<file path="src/rtl/buffer_pixeles_mem_fifo.sv">
// Word-in / pixel-out show-ahead FIFO: stores 32-bit words of 4 packed pixels and
// presents them one byte at a time, MSB first, with flow-control flags on both sides.
module buffer_pixeles_mem_fifo #(
    parameter int WORD_DEPTH = 4,
    parameter int ADDR_W     = 2
) (
    input  logic        clk,
    input  logic        reset,
    input  logic [31:0] memory_data,
    input  logic        save_mem_data,
    input  logic        read_pixel,
    output logic [7:0]  pixel,
    output logic        space_available,
    output logic        data_available
);

    localparam logic [ADDR_W:0] DEPTH_CNT = (ADDR_W+1)'(WORD_DEPTH);

    logic [31:0]       mem_q [WORD_DEPTH];
    logic [ADDR_W-1:0] wr_ptr_q, wr_ptr_d;
    logic [ADDR_W-1:0] rd_ptr_q, rd_ptr_d;
    logic [1:0]        byte_sel_q, byte_sel_d;
    logic [ADDR_W:0]   word_count_q, word_count_d;

    logic wr_en, rd_en, word_done;
    logic [31:0] head_word;

    // Acceptance uses pre-edge occupancy: a read that frees a slot this cycle
    // does not let a write into a full FIFO, and a write into an empty FIFO
    // does not let the same-cycle read through.
    assign wr_en     = save_mem_data && (word_count_q != DEPTH_CNT);
    assign rd_en     = read_pixel && (word_count_q != '0);
    assign word_done = rd_en && (byte_sel_q == 2'd3);
    assign head_word = mem_q[rd_ptr_q];

    always_comb begin
        wr_ptr_d     = wr_ptr_q;
        rd_ptr_d     = rd_ptr_q;
        byte_sel_d   = byte_sel_q;
        word_count_d = word_count_q;
        if (wr_en) begin
            wr_ptr_d = wr_ptr_q + 1'b1;
        end
        if (rd_en) begin
            byte_sel_d = byte_sel_q + 2'd1;
        end
        if (word_done) begin
            rd_ptr_d = rd_ptr_q + 1'b1;
        end
        case ({wr_en, word_done})
            2'b10:   word_count_d = word_count_q + 1'b1;
            2'b01:   word_count_d = word_count_q - 1'b1;
            default: word_count_d = word_count_q;
        endcase
    end

    always_ff @(posedge clk) begin
        if (!reset) begin
            wr_ptr_q     <= '0;
            rd_ptr_q     <= '0;
            byte_sel_q   <= '0;
            word_count_q <= '0;
        end else begin
            wr_ptr_q     <= wr_ptr_d;
            rd_ptr_q     <= rd_ptr_d;
            byte_sel_q   <= byte_sel_d;
            word_count_q <= word_count_d;
        end
    end

    // Storage has no reset; contents only matter behind a nonzero word_count.
    always_ff @(posedge clk) begin
        if (reset && wr_en) begin
            mem_q[wr_ptr_q] <= memory_data;
        end
    end

    always_comb begin
        pixel = 8'h00;
        if (word_count_q != '0) begin
            case (byte_sel_q)
                2'd0:    pixel = head_word[31:24];
                2'd1:    pixel = head_word[23:16];
                2'd2:    pixel = head_word[15:8];
                default: pixel = head_word[7:0];
            endcase
        end
    end

    assign space_available = (word_count_q < DEPTH_CNT);
    assign data_available  = (word_count_q != '0);

endmodule

</file>
<file path="config.mk">
export PLATFORM = sky130hd
export DESIGN_NAME = buffer_pixeles_mem_fifo
export DESIGN_NICKNAME = d
export VERILOG_FILES = /design/src/rtl/buffer_pixeles_mem_fifo.sv
export SDC_FILE = /design/constraint.sdc
export NUM_CORES = 1
export LEC_CHECK = 0
export BUFFER_PORTS_ARGS = -buffer_cell sky130_fd_sc_hd__buf_2
export CAP_MARGIN = 20
export CORE_ASPECT_RATIO = 0.75
export CORE_UTILIZATION = 55
export CTS_BUF_LIST = sky130_fd_sc_hd__clkbuf_16
export CTS_CLUSTER_SIZE = 16
export DETAILED_ROUTE_END_ITERATION = 10
export GPL_TIMING_DRIVEN = 0
export PLACE_DENSITY_LB_ADDON = 0.1
export SLEW_MARGIN = 20
export SYNTH_ARGS = -nofsm -noshare
export SYNTH_HDL_FRONTEND = slang
export SYNTH_SLANG_ARGS = --single-unit
</file>
<file path="constraint.sdc">
create_clock -name clk -period 2.4 [get_ports clk]
set_input_delay 0.36 -clock clk [delete_from_list [all_inputs] [get_ports clk]]
set_output_delay 0.36 -clock clk [all_outputs]
set_load 0.03 [all_outputs]
</file>
==> flow_metrics.py, run 1 <==
metrics = {
    "run_status": {
        "status": "finished, final reports clean",
    },
    "floorplan": {
        "core.rowCount": 31,
        "core_area_mm2": 0.00977,
        "die-area_mm2": 0.0106,
        "die_x_um": 118,
        "start_util_pct": 57.1,
        "die_h_um": 89.3,
        "ioPinCount": 46,
    },
    "synthesis": {
        "synth.avg_cell_area_um2": 17.0,
        "synth.area.top_cells": "edfxtp_1, mux2i_1, dfxtp_1, mux4_2, ha_1",
        "synth_cell_types": 36,
        "synth_edf_count": 128,
        "synth.cell_area_mm2": 0.00558,
        "yosys.area.top_type_share_pct": 68.8,
        "ys_ff_latch": 139,
        "synthTopCellsByCount": "edfxtp_1, mux2i_1, a21oi_1",
        "synth_top_cell_by_area": "edfxtp_1",
        "synthArstFlopShare_pct": 0,
        "synth_most_common_cell": "edfxtp_1",
        "yosysSeqAreaShare_pct": 72.8,
        "synth_nets": 376,
        "ys.flop_type": "edfxtp_1",
        "syn-instance-count": 329,
        "synth_warnings": 0,
    },
    "cells_and_area": {
        "layout.nets": 452,
        "diodes": 0,
        "syn_to_final_growth_pct": 25.3,
        "final_layout_size_suffix_gt1_share_pct": 34.3,
    },
    "timing": {
        "finClkSkew_ns": 0.00548,
        "maxSlewViolCount": 0,
        "finalCritPeriodShare_pct": 98.8,
        "tightest_slew_ns": 0.488,
        "finalCriticalPeriod_ns": 2.37,
        "hold_violations": 0,
        "fmax_mhz": 422,
        "rsz0062_at_grt": "true",
        "relSlewSlack_pct": 67.5,
        "setup_ws_ns": 0.0280,
        "setup_violations": 0,
    },
    "clocking": {
        "postCtsHoldBufs": 0,
        "worstSkewPairLatency_ns": 0.41,
        "clk_transition_reported_paths_ns": 0.05,
        "cts_buffers": 17,
        "clockBufferDepth": 2,
        "ctsRootBufferMaster": "clkbuf_16",
        "cts_tree": "yes",
        "clkSinkCount": 139,
        "htreeDepth": 4,
    },
    "routing": {
        "dr.pass1.iters": 4,
        "drcViolationCount": 0,
        "viasPerCell": 5.67,
        "ant_nets": 0,
        "vias": 3114,
        "wl_met3_um": 671,
        "drt_iter0_markers": 283,
        "routed-wl-met2_mm": 5.48,
        "wl_met1_mm": 5.06,
        "wl_per_cell_um": 20.6,
        "route.top_layer_used": "met4",
        "wl_mm": 11.3,
    },
    "placement": {
        "portBuffers": 45,
        "dp_hpwl_mm": 6.88,
        "gp_congestion": 0.786,
        "post-place-ws_ns": 0.129,
    },
    "setup_path": {
        "criticalPathCategory": "flip-flop to output pin",
        "worstPathMaxFanout": 5,
        "start_kind": "flip-flop",
        "worstPathRequired_ns": 2.04,
        "crit_path_end_kind": "output pin",
        "arrival_ns": 2.01,
    },
    "global_routing": {
        "grt-ovfl-total": 0,
        "antenna_found_initial": 0,
        "grt_usage_pct": 22.7,
        "first_global_vias": 3060,
        "grt_max_degree": 27,
        "grt_pass1_wl_mm": 16.7,
    },
    "min_path": {
        "min_path_type": "input port to flip-flop",
    },
    "pwr": {
        "ir_worst_vdd_uv": 757,
        "powerDensity_mw_per_mm2": 830,
        "power_w": 0.00580,
        "p_leak_nw": 2.35,
    },
    "job": {
        "cap_violations": 0,
    },
}
## what timing repair did
action,CTS,global route
setup buffers,1,6
endpoints found under the hold margin,0,0
pin swaps,2,11
cloned,0,3
setup endpoints to repair,8,8
resized for setup,24,45
## metal layers
metal	up-vias	track usage, %
li1	1436	-
met1	1560	30.5
met2	104	35.4
met3	14	7.84
met4	0	6.99
met5	-	0
## cell type report
cell class	count	area (um^2)
timing repair buffer	58	442
clock buffer	17	425
clock inverter	14	178
buffer	15	171
timing repair inverter	1	7.51
sequential	139	4070
multi-input combinational	163	1490
tap	132	165
fill	647	2780
inverter	10	41.3
## per-stage QoR
| step | hold WS, ns | area (um^2) | util (%) | cells | TNS, ns |
|---|---|---|---|---|---|
| 3_5_place_dp | 0.514 | 6070 | 62.1 | 510 | 0 |
| 3_3_place_gp | 0.494 | 5970 | 61.1 | 506 | -28.36 |
| 6_report | 0.157 | 6990 | 71.5 | 549 | 0 |
| 5_1_grt | 0.144 | 6990 | 71.5 | 549 | -0.182 |
| 2_1_floorplan | 0.459 | 5580 | - | 329 | 0 |
| 4_1_cts | 0.144 | 6760 | 69.2 | 541 | 0 |
## critical path: stages, from the launching register on
cell,delay [ns]
dfxtp_2,0.36
buf_8,0.14
clkbuf_16,0.16
mux4_2,0.52
o21ai_2,0.21
a21oi_2,0.06
buf_6,0.14
## path summary, 6_finish.rpt
check | start | to | slack [ns] | cells past startpoint
worst max-delay path | flip-flop | pixel[1] | 0.03 | 6
worst min-delay path | memory_data[28] | mem_q[1][28] | 0.16 | 1
worst max register to register | word_count_q[0] | word_count_q[2] | 0.22 | 8
worst min register to register | word_count_q[2] | word_count_q[2] | 0.52 | 2
## report_power, final
| group | total [W] | internal [W] | switching, W |
|---|---|---|---|
| Clock | 0.00264 | 0.00172 | 0.000921 |
| Combinational | 0.000415 | 0.000167 | 0.000247 |
| Sequential | 0.00275 | 0.00272 | 0.0000258 |
## sequential cells by signal, indices dropped and copies added (netlist names), named ones only
name and count:
rd_ptr_q 2, wr_ptr_q 2, word_count_q 3, byte_sel_q 2
mem_q 128
## cells in the final DEF (no fill, tap or decap), types with 6 or more instances in the layout
cell	synthesis	routed
clkbuf_16	0	18
mux2i_1	41	35
nand3b_1	7	7
o22ai_1	14	13
a21oi_1	16	13
mux4_2	8	8
buf_12	1	6
inv_1	10	9
buf_4	3	9
edfxtp_1	128	128
buf_6	2	7
buf_2	6	41
ha_1	10	8
dfxtp_1	11	8
o21ai_0	12	9
## cells by family after synthesis
logic type	share of synthesized area, %
flip-flops	72.8
adder cells (fa/ha/maj)	2.60
buffers and inverters	2.73
AND/OR/NAND/NOR	4.10
AO/OA/AOI/OAI	6.25
multiplexers	10.6
XOR/XNOR	0.941
Power figures use the tool's default switching activity.
==> inputs of run 2 (changes only) <==
--- a/config.mk
+++ b/config.mk
@@ -13,6 +13,7 @@
 export CTS_CLUSTER_SIZE = 16
 export DETAILED_ROUTE_END_ITERATION = 10
 export GPL_TIMING_DRIVEN = 0
+export MAX_ROUTING_LAYER = met4
 export PLACE_DENSITY_LB_ADDON = 0.1
 export SLEW_MARGIN = 20
 export SYNTH_ARGS = -nofsm -noshare
==> flow_metrics.py, run 2 (synthesized netlist as in run 1, its figures left out) <==
metrics = {
    "run_status": {
        "status": "finished, final reports clean",
    },
    "timing": {
        "rsz0062_at_grt": "true",
        "hold_violations": 0,
        "finClkSkew_ns": 0.00639,
        "finalSetupTns_ns": 0,
        "tightest_slew_ns": 0.487,
        "fmax_mhz": 421,
        "finalCriticalPeriod_ns": 2.37,
        "relSlewSlack_pct": 67.5,
        "setup_violations": 0,
        "setup_ws_ns": 0.0275,
        "finalCritPeriodShare_pct": 98.9,
        "maxSlewViolCount": 0,
    },
    "routing": {
        "drt_iter0_markers": 299,
        "viasPerCell": 5.63,
        "drcViolationCount": 0,
        "dr.pass1.iters": 4,
        "wl_per_cell_um": 20.6,
        "ant_nets": 0,
        "vias": 3093,
        "wl_mm": 11.3,
    },
    "setup_path": {
        "rr_endpoint": "word_count_q[2]",
        "crit_path_end_kind": "output pin",
        "critPathCapture": "pixel[1]",
        "criticalPathCategory": "flip-flop to output pin",
        "worstPathMaxFanout": 5,
        "timing.rr.start": "word_count_q[0]",
        "worstPathRequired_ns": 2.04,
        "start_kind": "flip-flop",
        "r2r_slack_ns": 0.21,
        "r2r_cells": 8,
        "arrival_ns": 2.01,
    },
    "cells_and_area": {
        "final_layout_size_suffix_gt1_share_pct": 34.3,
        "final_common_cell": "edfxtp_1",
        "seqCellArea_mm2": 0.00407,
        "largest_reg_flops": 128,
        "layout.nets": 452,
        "syn_to_final_growth_pct": 25.3,
        "reg_top3": "mem_q (128), word_count_q (3)",
        "top_register": "mem_q",
        "diodes": 0,
        "fill_cells": 647,
        "layout_common_cells": "edfxtp_1, buf_2, mux2i_1, clkbuf_16",
        "multi_input_area_mm2": 0.00149,
    },
    "clocking": {
        "clockBufferDepth": 2,
        "htreeDepth": 4,
        "cts_tree": "yes",
        "ctsRootBufferMaster": "clkbuf_16",
        "cts_buffers": 17,
        "worstSkewPairLatency_ns": 0.42,
        "clkSinkCount": 139,
        "clk_transition_reported_paths_ns": 0.05,
    },
    "job": {
        "cap_violations": 0,
    },
    "placement": {
        "gp_congestion": 0.797,
        "dp_hpwl_mm": 6.88,
        "post-place-ws_ns": 0.129,
        "portBuffers": 45,
    },
    "floorplan": {
        "start_util_pct": 57.1,
        "ioPinCount": 46,
        "core.rowCount": 31,
        "die_x_um": 118,
        "die_h_um": 89.3,
        "die-area_mm2": 0.0106,
        "core_area_mm2": 0.00977,
    },
    "pwr": {
        "powerDensity_mw_per_mm2": 830,
        "p_leak_nw": 2.35,
        "ir_worst_vdd_uv": 755,
    },
    "global_routing": {
        "first_global_vias": 3064,
        "grt_usage_pct": 23.5,
        "grt_max_degree": 27,
        "antenna_found_initial": 0,
        "grt_pass1_wl_mm": 16.7,
        "grt-ovfl-total": 0,
    },
    "min_path": {
        "min_path_type": "input port to flip-flop",
    },
}
## run 2: cell counts in the layout (fill, tap and decap cells not counted)
No cell type changed its count.
## run 2: how the worst min path moves through the flow
stage / from / end / slack [ns] / cells after the start
after floorplan: memory_data[0] / mem_q[0][0] / 0.46 / 0
after global placement: word_count_q[2] / word_count_q[2] / 0.49 / 2
after detailed placement: word_count_q[2] / word_count_q[2] / 0.51 / 2
after CTS: memory_data[28] / mem_q[3][28] / 0.14 / 1
after global routing: memory_data[23] / mem_q[0][23] / 0.14 / 1
final: memory_data[28] / mem_q[1][28] / 0.15 / 1
## run 2: through the flow
step           utilization [%]  cell area [um^2]  total power, W  hold WS [ns]  instances
5_1_grt                   71.5              6990         0.00598         0.142        549
6_report                  71.5              6990         0.00581         0.155        549
2_1_floorplan                -              5580         0.00300         0.459        329
3_3_place_gp              61.1              5970         0.00313         0.494        506
4_1_cts                   69.2              6760         0.00578         0.144        541
3_5_place_dp              62.1              6070         0.00315         0.514        510
## run 2: report_power, final
group | leakage, nW | switching (W) | internal, W
registers | 1.25 | 0.0000257 | 0.00272
logic | 0.798 | 0.000247 | 0.000167
clock network | 0.298 | 0.000927 | 0.00172
## run 2: area by class of cell
cell class | count | area share, %
clock inverters | 14 | 2.54
plain buffers | 15 | 2.45
multi-input cells | 163 | 21.3
repair inverters | 1 | 0.107
clock buffers | 17 | 6.08
repair buffers | 58 | 6.32
flip-flops and latches | 139 | 58.2
well taps | 132 | 2.36
inverters | 10 | 0.590
## run 2: worst max-delay path: stages (launching register included)
cell	delay, ns
dfxtp_2	0.36
buf_8	0.14
clkbuf_16	0.16
mux4_2	0.51
o21ai_2	0.21
a21oi_2	0.07
buf_6	0.14
## run 2: layer usage
layer  GRT usage, %  share of wire (%)  vias up  wire length [um]
met1           30.8                 43     1518              4840
met5              -                  0        -                 0
met4           6.64               0.92        0               104
li1               -                  -     1439                 -
met3           8.04                8.4       12               951
met2           35.1                 48      124              5430
## run 2: what timing repair did
| item | in CTS | in global routing |
|---|---|---|
| gates resized for setup | 24 | 45 |
| buffers inserted | 1 | 6 |
| pin swaps | 2 | 11 |
| setup endpoints to repair | 8 | 8 |
| gates cloned | 0 | 3 |
| hold buffers | 0 | 0 |
==> inputs of run 3 (changes only) <==
--- a/config.mk
+++ b/config.mk
@@ -15,6 +15,7 @@
 export GPL_TIMING_DRIVEN = 0
 export MAX_ROUTING_LAYER = met4
 export PLACE_DENSITY_LB_ADDON = 0.1
+export RECOVER_POWER = 50
 export SLEW_MARGIN = 20
 export SYNTH_ARGS = -nofsm -noshare
 export SYNTH_HDL_FRONTEND = slang
==> flow_metrics.py, run 3 (synthesized netlist as in run 1, its figures left out) <==
metrics = {
    "timing": {
        "tightest_slew_ns": 0.484,
        "finalCriticalPeriod_ns": 2.37,
        "rsz0062_at_grt": "true",
        "maxSlewViolCount": 0,
        "hold_violations": 0,
        "finalCritPeriodShare_pct": 98.9,
        "finClkSkew_ns": 0.00498,
        "setup_ws_ns": 0.0261,
        "setup_violations": 0,
        "fmax_mhz": 421,
        "finalSetupTns_ns": 0,
        "relSlewSlack_pct": 67.8,
    },
    "setup_path": {
        "slowest_stage": "mux4_2",
        "r2r_cells": 8,
        "criticalPathCategory": "flip-flop to output pin",
        "crit_family": "multiplexers",
        "slowest_delay_ns": 0.51,
        "crit_path_end_kind": "output pin",
        "crit_buf_inv": 3,
        "cp.depth": 6,
        "worstPathRequired_ns": 2.04,
        "worstPathMaxFanout": 5,
        "arrival_ns": 2.01,
        "start_kind": "flip-flop",
        "path_cells": "buf_8 -> clkbuf_16 -> mux4_2 -> o21ai_2 -> a21oi_2 -> buf_6",
    },
    "cells_and_area": {
        "fin_util_pct": 71.1,
        "final_common_cell": "edfxtp_1",
        "largest_reg_flops": 128,
        "reg_top3": "mem_q (128), word_count_q (3)",
        "final_cell_area_mm2": 0.00695,
        "diodes": 0,
        "top_register": "mem_q",
        "layout_common_cells": "edfxtp_1, mux2i_1, clkbuf_1, clkbuf_16",
        "final_layout_size_suffix_gt1_share_pct": 26.4,
        "syn_to_final_growth_pct": 24.5,
        "layout.nets": 452,
        "fill_cells": 661,
        "instances_no_fill": 549,
    },
    "global_routing": {
        "grt_pass1_wl_mm": 16.7,
        "antenna_found_initial": 0,
        "first_global_vias": 3064,
        "grt_usage_pct": 23.5,
        "grt-ovfl-total": 0,
        "grt_max_degree": 27,
    },
    "min_path": {
        "min_path_type": "input port to flip-flop",
        "min_path_cells": 1,
    },
    "clocking": {
        "cts_tree": "yes",
        "clockBufferDepth": 2,
        "worstSkewPairLatency_ns": 0.42,
        "htreeDepth": 4,
        "clk_transition_reported_paths_ns": 0.05,
        "ctsRootBufferMaster": "clkbuf_16",
        "cts_buffers": 17,
        "clkSinkCount": 139,
    },
    "routing": {
        "wl_mm": 11.4,
        "viasPerCell": 5.62,
        "ant_nets": 0,
        "wl_met1_mm": 5.10,
        "drcViolationCount": 0,
        "vias": 3085,
        "routed-wl-met2_mm": 5.43,
        "wl_per_cell_um": 20.8,
        "wl_met3_um": 792,
        "route.top_layer_used": "met4",
        "drt_iter0_markers": 272,
        "dr.pass1.iters": 4,
    },
    "job": {
        "cap_violations": 0,
    },
    "floorplan": {
        "die_h_um": 89.3,
        "core_area_mm2": 0.00977,
        "core.rowCount": 31,
        "start_util_pct": 57.1,
        "die-area_mm2": 0.0106,
        "die_x_um": 118,
        "ioPinCount": 46,
    },
    "placement": {
        "gp_congestion": 0.797,
        "post-place-ws_ns": 0.129,
        "dp_cells": 510,
        "dpl-instance-area_mm2": 0.00607,
        "dp_hpwl_mm": 6.88,
        "portBuffers": 45,
    },
    "pwr": {
        "ir_worst_vdd_uv": 757,
        "powerDensity_mw_per_mm2": 835,
        "p_leak_nw": 2.26,
    },
    "run_status": {
        "status": "finished, final reports clean",
    },
}
-- run 3: cell types whose count changed in the layout (fill, tap and decap cells not counted), sizes merged --
cell    before  now
buf         67   34
clkbuf      23   56
-- run 3: worst paths after layout --
check	to	from	slack [ns]
min reg2reg	word_count_q[2]	word_count_q[2]	0.52
max	pixel[1]	flip-flop	0.03
min	mem_q[1][28]	memory_data[28]	0.19
max reg2reg	word_count_q[2]	word_count_q[0]	0.22
-- run 3: timing repair --
| item | in CTS | in global routing |
|---|---|---|
| hold buffers | 0 | 0 |
| cloned | 0 | 3 |
| setup buffers | 1 | 6 |
| endpoints found under the hold margin | 0 | 0 |
| pin swaps | 2 | 11 |
| gates resized for setup | 24 | 45 |
| setup endpoints to repair | 8 | 8 |
-- run 3: stage by stage --
step	total power, W	hold WS [ns]
floorplan	0.00300	0.459
global placement	0.00313	0.494
detailed placement	0.00315	0.514
CTS	0.00578	0.144
global route	0.00597	0.191
finish	0.00580	0.190
-- run 3: per-layer routing --
| metal | up-vias | global-route usage, % |
|---|---|---|
| met5 | - | - |
| met4 | 0 | 6.64 |
| met3 | 10 | 8.04 |
| met2 | 99 | 35.1 |
| met1 | 1537 | 30.8 |
| li1 | 1439 | - |
-- run 3: cell type report --
class                           instances  area [um^2]  share of cell area [%]
Buffer                                 15          171                    2.47
Clock buffer                           17          425                    6.12
Clock inverter                         14          178                    2.56
Inverter                               10         41.3                   0.594
Multi-Input combinational cell        163         1490                    21.5
Sequential cell                       139         4070                    58.5
Tap cell                              132          165                    2.38
Timing Repair Buffer                   58          400                    5.76
Timing Repair inverter                  1         7.51                   0.108
-- run 3: report_power, final --
group          total [W]  internal [W]  switching (W)
combinational   0.000407      0.000160       0.000247
clock            0.00265       0.00172       0.000933
sequential       0.00275       0.00272      0.0000257
total            0.00580       0.00460        0.00121
